<file path="src/rtl/alu_pkg.sv">
// Shared definitions for the ALU arbiter slice.
//   - ALU function codes (the arbiter passes them through untouched)
//   - arbiter FSM state type
package alu_pkg;

    localparam logic [2:0] ALU_ADD   = 3'b000;
    localparam logic [2:0] ALU_SUB   = 3'b001;
    localparam logic [2:0] ALU_AND   = 3'b010;
    localparam logic [2:0] ALU_OR    = 3'b011;
    localparam logic [2:0] ALU_XOR   = 3'b100;
    localparam logic [2:0] ALU_NOTA  = 3'b101;
    localparam logic [2:0] ALU_PASSA = 3'b110;
    localparam logic [2:0] ALU_NOTB  = 3'b111;

    typedef enum logic [1:0] {
        IDLE = 2'd0,
        EXEC = 2'd1,
        RESP = 2'd2
    } arb_state_t;

endpackage

</file>
<file path="src/rtl/alu_rr_arbiter_rr_pick.sv">
// rr_pick: combinational round-robin selector.
// Ports:
//   req        in  NREQ  request vector
//   last_grant in  IDW   index granted last time; search starts one above it
//   gnt_oh     out NREQ  one-hot grant (zero when no request)
//   gnt_idx    out IDW   index of the grant (0 when no request)
//   any_vld    out 1     at least one request is present
module rr_pick #(
    parameter int NREQ = 4,
    parameter int IDW  = $clog2(NREQ)
) (
    input  logic [NREQ-1:0] req,
    input  logic [IDW-1:0]  last_grant,
    output logic [NREQ-1:0] gnt_oh,
    output logic [IDW-1:0]  gnt_idx,
    output logic            any_vld
);

    logic found;
    int   idx;

    // Walk offsets 1..NREQ from the last grant; the last grant itself is
    // visited last, so a lone requester can still be granted back-to-back.
    always_comb begin
        gnt_oh  = '0;
        gnt_idx = '0;
        any_vld = |req;
        found   = 1'b0;
        idx     = 0;
        for (int off = 1; off <= NREQ; off++) begin
            idx = int'(last_grant) + off;
            if (idx >= NREQ) idx = idx - NREQ;
            if (!found && req[IDW'(idx)]) begin
                found               = 1'b1;
                gnt_idx             = IDW'(idx);
                gnt_oh[IDW'(idx)]   = 1'b1;
            end
        end
    end

endmodule

</file>
<file path="src/rtl/alu_rr_arbiter.sv">
// alu_rr_arbiter: shares one external combinational ALU among NREQ requesters.
// A granted request is registered onto alu_a/alu_b/alu_f for one EXEC cycle,
// the ALU result is captured, and it is returned with the requester ID under
// a valid/ready handshake.
// Ports:
//   clk, rst_n              clock, async active-low reset
//   req_valid/req_ready     per-requester handshake (req_ready one-hot or 0)
//   req_a/req_b/req_f       packed per-requester operands and function
//   alu_a/alu_b/alu_f       registered operands to the ALU
//   alu_r/alu_cout          ALU result and carry
//   rsp_valid/rsp_ready     response handshake
//   rsp_id/rsp_r/rsp_cout   response payload, held until accepted
//   busy                    FSM not in IDLE
//   ops_done                completed-response counter (wraps)
module alu_rr_arbiter
    import alu_pkg::*;
#(
    parameter int NREQ  = 4,
    parameter int WIDTH = 32,
    parameter int IDW   = $clog2(NREQ)
) (
    input  logic                  clk,
    input  logic                  rst_n,
    input  logic [NREQ-1:0]       req_valid,
    output logic [NREQ-1:0]       req_ready,
    input  logic [NREQ*WIDTH-1:0] req_a,
    input  logic [NREQ*WIDTH-1:0] req_b,
    input  logic [NREQ*3-1:0]     req_f,
    output logic [WIDTH-1:0]      alu_a,
    output logic [WIDTH-1:0]      alu_b,
    output logic [2:0]            alu_f,
    input  logic [WIDTH-1:0]      alu_r,
    input  logic                  alu_cout,
    output logic                  rsp_valid,
    input  logic                  rsp_ready,
    output logic [IDW-1:0]        rsp_id,
    output logic [WIDTH-1:0]      rsp_r,
    output logic                  rsp_cout,
    output logic                  busy,
    output logic [15:0]           ops_done
);

    arb_state_t state_q, state_d;

    logic [IDW-1:0]  last_grant;
    logic [NREQ-1:0] gnt_oh;
    logic [IDW-1:0]  gnt_idx;
    logic            any_vld;
    logic [15:0]     ops_cnt;

    // Same bits as the flat ports, viewed per requester.
    logic [NREQ-1:0][WIDTH-1:0] a_vec, b_vec;
    logic [NREQ-1:0][2:0]       f_vec;

    assign a_vec    = req_a;
    assign b_vec    = req_b;
    assign f_vec    = req_f;
    assign ops_done = ops_cnt;

    rr_pick #(
        .NREQ (NREQ),
        .IDW  (IDW)
    ) u_pick (
        .req        (req_valid),
        .last_grant (last_grant),
        .gnt_oh     (gnt_oh),
        .gnt_idx    (gnt_idx),
        .any_vld    (any_vld)
    );

    // State register
    always_ff @(posedge clk or negedge rst_n) begin
        if (!rst_n) state_q <= IDLE;
        else        state_q <= state_d;
    end

    // Next state
    always_comb begin
        state_d = state_q;
        case (state_q)
            IDLE:    if (any_vld)   state_d = EXEC;
            EXEC:                   state_d = RESP;
            RESP:    if (rsp_ready) state_d = IDLE;
            default:                state_d = IDLE;
        endcase
    end

    // Outputs: the grant is only exposed while IDLE, so acceptance is
    // exactly req_valid[g] & req_ready[g] in that cycle.
    always_comb begin
        req_ready = '0;
        rsp_valid = 1'b0;
        busy      = 1'b1;
        case (state_q)
            IDLE: begin
                req_ready = gnt_oh;
                busy      = 1'b0;
            end
            RESP:    rsp_valid = 1'b1;
            default: ;
        endcase
    end

    // Request capture: operands, ID and pointer update on acceptance.
    always_ff @(posedge clk or negedge rst_n) begin
        if (!rst_n) begin
            alu_a      <= '0;
            alu_b      <= '0;
            alu_f      <= ALU_ADD;
            rsp_id     <= '0;
            last_grant <= IDW'(NREQ - 1);
        end else if (state_q == IDLE && any_vld) begin
            alu_a      <= a_vec[gnt_idx];
            alu_b      <= b_vec[gnt_idx];
            alu_f      <= f_vec[gnt_idx];
            rsp_id     <= gnt_idx;
            last_grant <= gnt_idx;
        end
    end

    // Result capture at the end of the EXEC cycle.
    always_ff @(posedge clk or negedge rst_n) begin
        if (!rst_n) begin
            rsp_r    <= '0;
            rsp_cout <= 1'b0;
        end else if (state_q == EXEC) begin
            rsp_r    <= alu_r;
            rsp_cout <= alu_cout;
        end
    end

    // Completed-response counter; wraps naturally.
    always_ff @(posedge clk or negedge rst_n) begin
        if (!rst_n)
            ops_cnt <= '0;
        else if (state_q == RESP && rsp_ready)
            ops_cnt <= ops_cnt + 16'd1;
    end

endmodule

</file>
<file path="config.mk">
export PLATFORM = sky130hd
export DESIGN_NAME = alu_rr_arbiter
export DESIGN_NICKNAME = d
export VERILOG_FILES = /design/src/rtl/alu_pkg.sv /design/src/rtl/alu_rr_arbiter_rr_pick.sv /design/src/rtl/alu_rr_arbiter.sv
export SDC_FILE = /design/constraint.sdc
export NUM_CORES = 1
export LEC_CHECK = 0
export BUFFER_PORTS_ARGS = -buffer_cell sky130_fd_sc_hd__clkbuf_2
export CAP_MARGIN = 20
export CORE_ASPECT_RATIO = 1.1
export CORE_MARGIN = 10
export CORE_UTILIZATION = 29
export CTS_BUF_LIST = sky130_fd_sc_hd__clkbuf_8
export DETAILED_ROUTE_END_ITERATION = 8
export MAX_ROUTING_LAYER = met4
export PLACE_DENSITY = 0.6
export SKIP_CTS_REPAIR_TIMING = 1
export SKIP_LAST_GASP = 1
export SLEW_MARGIN = 20
export SYNTH_ARGS = -nofsm -noshare
export SYNTH_HDL_FRONTEND = slang
export SYNTH_SLANG_ARGS = --single-unit
</file>
<file path="constraint.sdc">
create_clock -name clk -period 4.25 [get_ports clk]
set_input_delay 1.0625 -clock clk [delete_from_list [all_inputs] [get_ports clk]]
set_output_delay 1.0625 -clock clk [all_outputs]
set_load 0.01 [all_outputs]
</file>
## Yosys cells after proc, flatten, opt, wreduce, memory -nomap -nowiden

Index checks and enable logic that the tools add are counted.

- Register bits: 122
- Bits in latches: 0
- Bits in writable memories: 0
- Memory bits (read-only): 0
- Output and inout port bits: 124
- Word-level logic and storage cells: 100
- Memories kept: 0

- $add $sub $neg: 9
- $mul: 0
- Divide/modulo/power cells: 0
- Magnitude comparators: 13
- Eq/ne operators: 4
- Shift operators: 0
- Multiplexer cells: 47
- Bitwise logic cells: 3
- Reduce and logical (&&, ||, !) cells: 15

Operator list:

| cell | count |
|---|---|
| 32-bit binary-select mux with 2-bit select | 2 |
| 32-bit two-way mux | 2 |
| 2-bit two-way mux | 10 |
| 4-bit two-way mux | 5 |
| 1-bit two-way mux | 17 |
| 16-bit by 1-bit adder with 16-bit output (second input constant) | 1 |
| 2-bit by 4-bit < comparator with 1-bit output (second input constant) | 4 |
| 4-bit bitwise OR | 3 |
| 3-bit greater-or-equal comparator (second input constant) | 3 |
| 1-bit logical AND | 9 |
| 1-bit binary-select mux with 2-bit select | 4 |
| 1-bit demux with 2-bit select | 4 |
| 2-bit by 1-bit greater-or-equal comparator with 1-bit output (second input constant) | 4 |
| 2-bit by 1-bit subtractor with 2-bit output (second input constant) | 4 |
| 2-bit by 2-bit adder with 3-bit output (second input constant) | 2 |
| 3-bit binary-select mux with 2-bit select | 1 |
| 2-bit case mux with 3 select lines | 1 |
| 2-bit by 3-bit adder with 4-bit output (second input constant) | 1 |
| 4-bit by 3-bit greater-or-equal comparator with 1-bit output (second input constant) | 1 |
| 2-bit != test (second input constant) | 2 |
| 4-bit OR reduction | 1 |
| 2-bit by 1-bit adder with 3-bit output (second input constant) | 1 |
| 1-bit zero test | 3 |
| 2-bit by 3-bit < comparator with 1-bit output (second input constant) | 1 |
| other kinds (5) | 5 |

## Depth between registers and ports, before layout

- Depth after elaboration: 18
- Mapped depth: 12

## By module

Synthesis repeated with hierarchy kept, for this count alone.

- Cell total of the unflattened synthesis: 578
- Area total of the unflattened synthesis: 6816.5 um^2

Modules (own cells, without submodules):

| module | instances | cells an instance | area an instance (um^2) |
|---|---|---|---|
| alu_rr_arbiter | 1 | 521 | 6292.3 |
| rr_pick | 1 | 57 | 524.3 |

## Worst setup path after synthesis

No wires, ideal clock.

- Path type: input to output
- Start point: in req_valid[1]
- End point: out req_ready[2]
- Arrival: 2.521 ns
- Data required time: 3.188 ns
- Setup slack: 0.666 ns
- Cell stages on the path: 6
- Buffers on the path: 1
- Path through: clkbuf_1 -> or3b_1 -> a211o_1 -> a211oi_1 -> o21ai_0 -> a21oi_1

- Cells in the longest elaborated chain, start to end: 14

Ends and longest elaborated chain:

| what | line | text |
|---|---|---|
| from (decl) | alu_rr_arbiter.sv:24 | `input logic [NREQ-1:0] req_valid,` |
| 1-bit binary-select mux with 2-bit select | alu_rr_arbiter_rr_pick.sv:33 | `if (!found && req[IDW'(idx)]) begin` |
| 1-bit two-way mux (implied by the code) (2 in a row) | alu_rr_arbiter_rr_pick.sv:33 |  |
| 1-bit two-way mux | alu_rr_arbiter_rr_pick.sv:33 |  |
| 1-bit zero test | alu_rr_arbiter_rr_pick.sv:33 |  |
| 1-bit logical AND | alu_rr_arbiter_rr_pick.sv:33 |  |
| 1-bit two-way mux | alu_rr_arbiter_rr_pick.sv:33 |  |
| 1-bit zero test | alu_rr_arbiter_rr_pick.sv:33 |  |
| 1-bit logical AND | alu_rr_arbiter_rr_pick.sv:33 |  |
| 1-bit two-way mux | alu_rr_arbiter_rr_pick.sv:33 |  |
| 1-bit zero test | alu_rr_arbiter_rr_pick.sv:33 |  |
| 1-bit logical AND | alu_rr_arbiter_rr_pick.sv:33 |  |
| 4-bit two-way mux * | alu_rr_arbiter_rr_pick.sv:33 |  |
| 4-bit two-way mux * | alu_rr_arbiter.sv:94 | `case (state_q)` |
| to (decl) | alu_rr_arbiter.sv:25 | `output logic [NREQ-1:0] req_ready,` |

Every way passes the cells marked *; elsewhere a longest branch is shown, timed or not. The select of a mux whose other input is x is not followed.

## Worst setup path after layout

- Start point: reg last_grant[0]
- End point: out req_ready[1]

- Cells in the longest elaborated chain, start to end: 17

Ends and longest elaborated chain:

| what | line | text |
|---|---|---|
| from (decl) | alu_rr_arbiter.sv:45 | `logic [IDW-1:0] last_grant;` |
| from (signal assigned) | alu_rr_arbiter.sv:111 | `last_grant <= IDW'(NREQ - 1);` |
| from (signal assigned) | alu_rr_arbiter.sv:117 | `last_grant <= gnt_idx;` |
| parallel branches: the longest is 15 deep, another holds 2-bit by 4-bit < comparator with 1-bit output | -- |  |
| 4-bit two-way mux * | alu_rr_arbiter_rr_pick.sv:33 |  |
| 4-bit two-way mux * | alu_rr_arbiter.sv:94 |  |

Every way passes the cells marked *. The select of a mux whose other input is x is not followed.

==> summary.md <==
| Metric | Value |
|---|---|
| Setup TNS | 0 ns |
| H-Tree Level Count | 4 |
| PortBufs | 431 |
| Diode count | 0 |
| DR iter-0 viols | 283 |
| Critical Path AT | 2.88 ns |
| Design area | 9580 um^2 |
| GPL Wtd Cong | 0.847 |
| Synth area leaders | dfrtp_1 (44%), mux2i_1 (20%), o221ai_1 (8.8%) |
| Crit path cell chain | inv_1 -> ha_2 -> mux4_2 -> nor2b_1 -> a22o_1 -> mux2i_1 -> a21oi_1 -> clkbuf_2 |
| Initial Utilization | 29.6% |
| MaxCap Viol Count | 0 |
| Crit path max fanout | 15 |
| Top_reg_cell synth | dfrtp_1 |
| Largest net degree at the start of global routing | 78 |
| Tightest Hold Check Type | reg2reg |
| Drt pass-1 iters | 4 |
| Yosys warns | 0 |
| Die Wd | 166 um |
| Max-slew violations | 0 |
| Crit share post-route | 92.7% |
| CP bufs+invs | 2 |
| Power per cell area | 776 nW/um^2 |
| First-pass GRT wire length | 40700 um |
| CP max stage delay | 0.73 ns |
| CTS sink count | 122 |
| Fmax | 254 MHz |
| Mapped Nets | 910 |
| Drc violations | 0 |
| RSZ-0062 raised after global routing | false |
| Post-route ant nets | 0 |
| CTS buffer count | 17 |
| CP endpoint kind | output pin |
| Clock Root Buffer | clkbuf_8 |
| I/O pin total | 432 |
| Die area | 30000 um^2 |
| Area grow syn2layout | 41.0% |
| Grt ovf | 0 |
| WL per Instance | 20.1 um |
| Post-DP HPWL | 21200 um |
| Core footprint | 22900 um^2 |
| Vias in the first global route | 7041 |
| Slowest-stage cell, CP | dfstp_4 |
| Die Ht | 181 um |
| Clock Latency Late Sink | 0.43 ns |
| Post-detailed-route via-to-cell ratio | 4.80 |
| Commonest cells in the netlist | mux2i_1 (139), dfrtp_1 (120), nand2_1 (78) |
| Share of cells above drive strength 1 | 51.1% |
| Reg clk slew, reported paths | 0.08 ns |
| Worst Max-Slew Pin Slew | 0.911 ns |
| Startpoint types | register |
| Fin util | 41.8% |
| Cells after Synth | 593 |
| Tot GR Track Use | 17.6% |
| Relative slew slack | 39.0% |
| Final setup violation count | 0 |
| Fin nets | 1322 |
| Post-Synthesis Cell Area | 6790 um^2 |
| Maximum buffer depth of the clock tree | 2 |
| Post-Route WL | 26500 um |
| Syn avg cell area | 11.5 um^2 |
| Crit path launch | last_grant[0] |
| Final-report hold violation count | 0 |
| Critical path's top delay family | flip-flops |
| Status | completed |
| Asr flop ratio synth | 100% |
| CTS tree | done |
| Post-synth EDFFs | 0 |
| Top-count cell post-synth | mux2i_1 |
| Period minus WS final | 3.94 ns |
| CP Class | reg2out |
| Post-DP Area | 9190 um^2 |
| Row count | 58 |
| Antenna violations before repair | 0 |
| Max VDD drop | 515 uV |
| Sequential area share after synthesis | 45.0% |
| Seq cells post-synth | 122 |
| R2R Path Start | last_grant[0] |
| Worst Clk Skew | 0.0109 ns |
| Post-synthesis cell type count | 42 |
| Via count | 6330 |
| Static Leak | 5.13 nW |
| CP required | 3.19 ns |
| Synth top area share | 44.2% |
| Hold Path Origin | alu_b[11] |
| Post-synth top area cell | dfrtp_1 |
## power breakdown
part	switching [mW]	internal, mW	total [mW]
combinational	2.39	1.94	4.33
clock	0.537	0.473	1.01
sequential	0.357	1.73	2.09
total	3.29	4.14	7.43
## cell families (layout without fill, tap and decap cells)
logic type | Yosys count | count (layout) | synth area share [%]
muxes | 180 | 180 | 27.6
DFF | 122 | 122 | 45.0
and+or+nand+nor | 116 | 116 | 7.64
AOI/OAI and AO/OA | 95 | 95 | 11.4
buffers and inverters | 55 | 480 | 4.64
xor gates and xnor gates | 16 | 16 | 2.06
adders and majority gates | 9 | 9 | 1.66
## area by class of cell
class | instances | area (um^2)
clock buffers | 17 | 234
clock inverters | 15 | 143
fillers | 2297 | 13400
inverters | 7 | 26.3
multi-input cells | 416 | 3470
flip-flops and latches | 122 | 3060
well taps | 300 | 375
repair buffers | 441 | 2270
## layout by cell type, fill, tap and decap left out, drive strengths merged, types with 9 or more instances in the layout
| cell type | n |
|---|---|
| inv | 13 |
| clkbuf | 447 |
| xnor2 | 13 |
| nor2 | 10 |
| ha | 9 |
| nand2 | 78 |
| mux2 | 39 |
| buf | 11 |
| mux2i | 139 |
| dfrtp | 120 |
| o221ai | 68 |
## per-stage QoR
step	total power [mW]	hold WS (ns)	std cells	setup slack [ns]
after floorplan	5.11	0.507	593	0.666
after CTS	7.56	0.490	1318	0.114
after global placement	6.46	0.461	1286	0.555
final	7.43	0.486	1318	0.309
after detailed placement	6.52	0.468	1286	0.550
after global routing	8.00	0.510	1318	0.0894
## registers in the layout, summed over array words and instances (netlist names)
register and count:
rsp_id 2, rsp_cout 1, alu_b 32, ops_done 16, alu_a 32, rsp_r 32
alu_f 3, last_grant 2, state_q 2
## worst min-delay path: stages (launching register included)
cell      delay, ns
dfrtp_1        0.34
nand2_1        0.05
o221ai_1       0.06
## per-layer routing
metal  up-vias  wire, um  track usage [%]
li1       3034         -                -
met1      2979     11000             20.1
met2       297     13200             29.1
met3        20      1960             5.80
met4         0       410             4.47
met5         -         0                -
## final timing paths
path	to	slack [ns]	depth (start not counted)
setup / recovery	req_ready[1]	0.31	8
hold / removal	alu_b[11]	0.49	2
setup reg to reg	alu_a[12]	0.77	8
hold reg to reg	alu_b[11]	0.49	2
max in group asynchronous	alu_b[3]	2.75	2
min in group asynchronous	rsp_r[1]	0.65	1
Power figures use the tool's default switching activity.
